===== config.mk =====
export PLATFORM = sky130hd
export DESIGN_NAME = button_debouncer
export DESIGN_NICKNAME = d
export VERILOG_FILES = /design/src/rtl/button_debouncer.sv
export SDC_FILE = /design/constraint.sdc
export NUM_CORES = 1
export LEC_CHECK = 0
export ABC_AREA = 1
export BUFFER_PORTS_ARGS = -buffer_cell sky130_fd_sc_hd__buf_2
export CAP_MARGIN = 30
export CELL_PAD_IN_SITES_DETAIL_PLACEMENT = 0
export CELL_PAD_IN_SITES_GLOBAL_PLACEMENT = 1
export CORE_MARGIN = 2
export CORE_UTILIZATION = 45
export CTS_CLUSTER_SIZE = 28
export DETAILED_ROUTE_END_ITERATION = 10
export MAX_ROUTING_LAYER = met4
export PLACE_DENSITY_LB_ADDON = 0.12
export SLEW_MARGIN = 10
export SYNTH_ARGS = -nofsm -noshare
export SYNTH_HDL_FRONTEND = slang
export SYNTH_SLANG_ARGS = --single-unit

===== constraint.sdc =====
create_clock -name clk -period 2.12 [get_ports clk]
set_input_delay 0.424 -clock clk [delete_from_list [all_inputs] [get_ports clk]]
set_output_delay 0.424 -clock clk [all_outputs]
set_load 0.01 [all_outputs]

===== src/rtl/button_debouncer.sv =====
// rtl/button_debouncer.sv - synchronized push-button debouncer with press/release pulses; long-press pulse enabled by macro LONG_PRESS_EN
module button_debouncer #(
  parameter logic [31:0] DEBOUNCE_CYCLES = 32'd2000000,
  parameter logic [31:0] LONG_CYCLES     = 32'd100000000
) (
  input  logic clk,
  input  logic rst,
  input  logic button,
  output logic btn_level,
  output logic btn_press,
  output logic btn_release,
  output logic btn_long
);

  typedef enum logic [1:0] {
    IDLE,
    PRESS_WAIT,
    PRESSED,
    RELEASE_WAIT
  } state_t;

  localparam logic [31:0] DEB_LAST = DEBOUNCE_CYCLES - 32'd1;

  state_t      state;
  logic        s1;
  logic        s2;
  logic [31:0] cnt;
  logic        press_done;
  logic        release_done;

  // Two-flop synchronizer for the asynchronous button level
  always_ff @(posedge clk) begin
    if (rst) begin
      s1 <= 1'b0;
      s2 <= 1'b0;
    end else begin
      s1 <= button;
      s2 <= s1;
    end
  end

  // Debounce-complete conditions, shared by the FSM and the long-press counter
  always_comb begin
    press_done   = (state == PRESS_WAIT)   &&  s2 && (cnt == DEB_LAST);
    release_done = (state == RELEASE_WAIT) && !s2 && (cnt == DEB_LAST);
  end

  // Debounce FSM with registered level and one-cycle edge pulses
  always_ff @(posedge clk) begin
    if (rst) begin
      state       <= IDLE;
      cnt         <= 32'd0;
      btn_level   <= 1'b0;
      btn_press   <= 1'b0;
      btn_release <= 1'b0;
    end else begin
      btn_press   <= 1'b0;
      btn_release <= 1'b0;
      case (state)
        IDLE: begin
          if (s2) begin
            state <= PRESS_WAIT;
            cnt   <= 32'd1;
          end
        end
        PRESS_WAIT: begin
          if (!s2) begin
            state <= IDLE;
            cnt   <= 32'd0;
          end else if (press_done) begin
            state     <= PRESSED;
            btn_level <= 1'b1;
            btn_press <= 1'b1;
          end else begin
            cnt <= cnt + 32'd1;
          end
        end
        PRESSED: begin
          if (!s2) begin
            state <= RELEASE_WAIT;
            cnt   <= 32'd1;
          end
        end
        RELEASE_WAIT: begin
          if (s2) begin
            state <= PRESSED;
          end else if (release_done) begin
            state       <= IDLE;
            btn_level   <= 1'b0;
            btn_release <= 1'b1;
          end else begin
            cnt <= cnt + 32'd1;
          end
        end
        default: begin
          state <= IDLE;
          cnt   <= 32'd0;
        end
      endcase
    end
  end

`ifdef LONG_PRESS_EN
  logic [31:0] long_cnt;
  logic        long_fired;

  // Hold-time counter: restarts on each accepted press, fires once, saturates
  always_ff @(posedge clk) begin
    if (rst) begin
      long_cnt   <= 32'd0;
      long_fired <= 1'b0;
      btn_long   <= 1'b0;
    end else begin
      btn_long <= 1'b0;
      if (press_done) begin
        long_cnt   <= 32'd0;
        long_fired <= 1'b0;
      end else if (state == PRESSED || state == RELEASE_WAIT) begin
        if (long_cnt != 32'hFFFF_FFFF) begin
          long_cnt <= long_cnt + 32'd1;
        end
        // The release pulse wins on a coincident edge so pulses never overlap
        if (!long_fired && !release_done && long_cnt == LONG_CYCLES - 32'd1) begin
          btn_long   <= 1'b1;
          long_fired <= 1'b1;
        end
      end
    end
  end
`else
  assign btn_long = 1'b0;
`endif

endmodule


==> run summary <==
status: finished clean
Post-Synth Adder-Cell Area: 0.00464
Max Slew Vio Count: 0
vias per cell: 5.11
Max-cap violations: 0
die height: 81.4 um
Area contributors post-synth: dfxtp_1 29%, nand2_1 17%, nor2_1 7.5%
sequential-to-total area share from yosys stat: 0.290
first-pass GRT wire length: 12100 um
Lkg Pwr: 1.21 nW
Final Routed Wirelength: 7220 um
Ports: 7
Die Wd: 81.4 um
hold_ws: 0.310 ns
Worst-path clk slew: 0.09 ns
antenna cells: 0
clk buf depth: 2
wire per inst: 14.0 um
GRT overflow: 0
Synth area leader: dfxtp_1
Finished Cell Area: 2960 um2
worst vdd rail ir drop: 0.224 mV
setup violators final: 0
Die ar.: 6620 um2
Area Growth Syn to Fin: 9.89%
Crit-path slowest cell: nor2_4
DRC: 0
ys flop type: dfxtp_1
startpoint type of the worst setup path: register
initial DRC count: 167
post-synthesis compound-gate area fraction: 0.124
Hold WC Path Type: input pin to register
CTS Sinks: 39
Cell Chain, Critical Path: ha_1 > nand3_2 > clkinv_4 > nand2_4 > nor2_8 > nand3_4 > nand2_4 > nor2_4 > nand2_1 > nand2_1 > nor2_1
Post-synth ARST share: 0
Most Crowded Layer GR: met2
Core Box Area: 5850 um2
Initial Util: 0.461
worst-path fanout max: 20
total track usage: 0.248
Max H-tree Level: 2
count leader, synth: nand2_1
power density over the cells: 526 nW/um2
Worst Path Required: 2.33 ns
num rows: 28
synthesized-area fraction occupied by and/or/nand/nor cells: 0.454
Max-slew headroom: 0.598
Post-Syn Nets: 422
largest net degree at the start of global routing: 21
slack of the worst reg-to-reg path: 0.21 ns
Final Non-Filler Cells: 514
number of global-route vias before repair: 2379
top post-synthesis cells by count: 120 x nand2_1, 54 x nor2_1, 48 x inv_1
buffers and inverters on the worst path: 1
Setup Skew: 0.00725 ns
largest family of logic cells by synthesized area: simple AND/OR/NAND/NOR gates
share of layout cells above drive strength 1: 0.191
initial antenna violation count: 0
vias: 2627
CTS tree: built
met2 usage: 0.377
1st-pass router iterations: 5
port bufs: 5
Worst setup EP type: register
mux share of post-synthesis cell area: 0
post-layout min period: 1.91 ns
fin crit share: 0.903
Syn Std Cell Area: 2700 um2
CP Class: register to register
placed cells: 505
post-DP HPWL: 5150 um
post-synthesis register bit count: 39
DRT antenna net count: 0
CP top delay family: simple AND/OR/NAND/NOR gates
Routability Congestion: 0.833
RSZ-0062 raised after global routing: false
Post-DP Area: 2840 um2
unique cell type count in the Yosys netlist: 36
clk_lat worst skew: 0.31 ns
EDFF count, synth: 0
Worst EP arrival: 2.12 ns
final hold vios: 0
Mapped Cells: 418
Yosys top cell area share: 0.290
post-synthesis xor/xnor area fraction: 0.00325
Ys Warns: 0
root buf cell: clkbuf_8
Num CTS Buffers: 5
Tightest Pin Transition: 0.602 ns
met3 Track Usage GR: 0.0400
Nets: 442
Mean Syn Cell Area: 6.45 um2
crit-path max cell delay: 0.50 ns
f_max: 522 MHz
met1 usage: 0.344
## metrics by stage
| stage | setup slack [ns] | util | TNS, ns | power (mW) |
|---|---|---|---|---|
| 6_report | 0.206 | 0.506 | 0 | 1.56 |
| 5_1_grt | 0.0459 | 0.506 | 0 | 1.61 |
| 4_1_cts | 0.204 | 0.506 | 0 | 1.56 |
| 3_5_place_dp | -0.0193 | 0.485 | -0.0193 | 0.899 |
| 3_3_place_gp | 0.0643 | 0.485 | 0 | 0.899 |
| 2_1_floorplan | 0.431 | - | 0 | 0.890 |
## cells by family after synthesis
group / count (synthesis)
fa+ha+maj: 1
compound gates: 50
xor+xnor: 1
other cells: 1
flops: 39
simple gates: 260
buf+inv: 66
## sequential cells by signal, summed over array words and instances, names as in the netlist, named ones only
| register | flops |
|---|---|
| s1 | 1 |
| s2 | 1 |
| cnt | 32 |
| btn_release | 1 |
| btn_level | 1 |
| btn_press | 1 |
| state | 1 |
## final timing paths
kind / start / end / cells past startpoint
worst max-delay path: cnt[0] / cnt[4] / 11
worst min-delay path: button / s1 / 3
worst max register to register: cnt[0] / cnt[4] / 11
worst min register to register: s1 / s2 / 2
## cell usage in the layout (no fill, tap or decap), types with 2 or more instances in the layout
master / instances
inv_1: 48
nor2_4: 5
inv_2: 4
buf_2: 5
buf_4: 20
nand3b_1: 2
clkbuf_8: 5
nand2_2: 9
nand2_1: 120
o2111a_1: 2
nand4_1: 8
nor3_1: 9
nand2_4: 3
a21oi_1: 10
nor2_1: 54
or2_2: 2
and2_1: 3
a21oi_2: 18
dfxtp_1: 39
o21ai_0: 15
clkinv_4: 2
nand3_1: 36
o21ai_1: 2
nand3_4: 3
nor2_2: 4
## layer usage
| metal | share of wire | vias up | wire [um] |
|---|---|---|---|
| met5 | 0 | - | 0 |
| li1 | - | 1368 | - |
| met4 | 0.0091 | 0 | 66 |
| met3 | 0.049 | 6 | 352 |
| met2 | 0.44 | 69 | 3190 |
| met1 | 0.50 | 1184 | 3610 |
## cell type report
cell class,count,area (um2)
fill,605,2890
multi-input combinational,314,1600
clock buffer,5,68.8
timing repair buffer,25,175
clock inverter,3,43.8
tap,75,93.8
sequential,39,781
inverter,53,204
## power by group
group / internal [mW] / total [mW] / switching, mW
Sequential: 0.737 / 0.742 / 0.00498
Clock: 0.351 / 0.664 / 0.313
Combinational: 0.0436 / 0.150 / 0.106
## repair_timing
item / in CTS / in global routing
hold buffers: 0 / 0
setup buffers: 0 / 0
endpoints found under the setup margin: 11 / 0
gates resized for setup: 1 / 0
## worst reg2reg max path: stages, from the launching register on
cell and delay (ns):
dfxtp_1 0.33, ha_1 0.24, nand3_2 0.13, clkinv_4 0.07, nand2_4 0.08, nor2_8 0.05, nand3_4 0.08, nand2_4 0.08
nor2_4 0.50, nand2_1 0.12, nand2_1 0.09, nor2_1 0.05
Power figures use the tool's default switching activity.
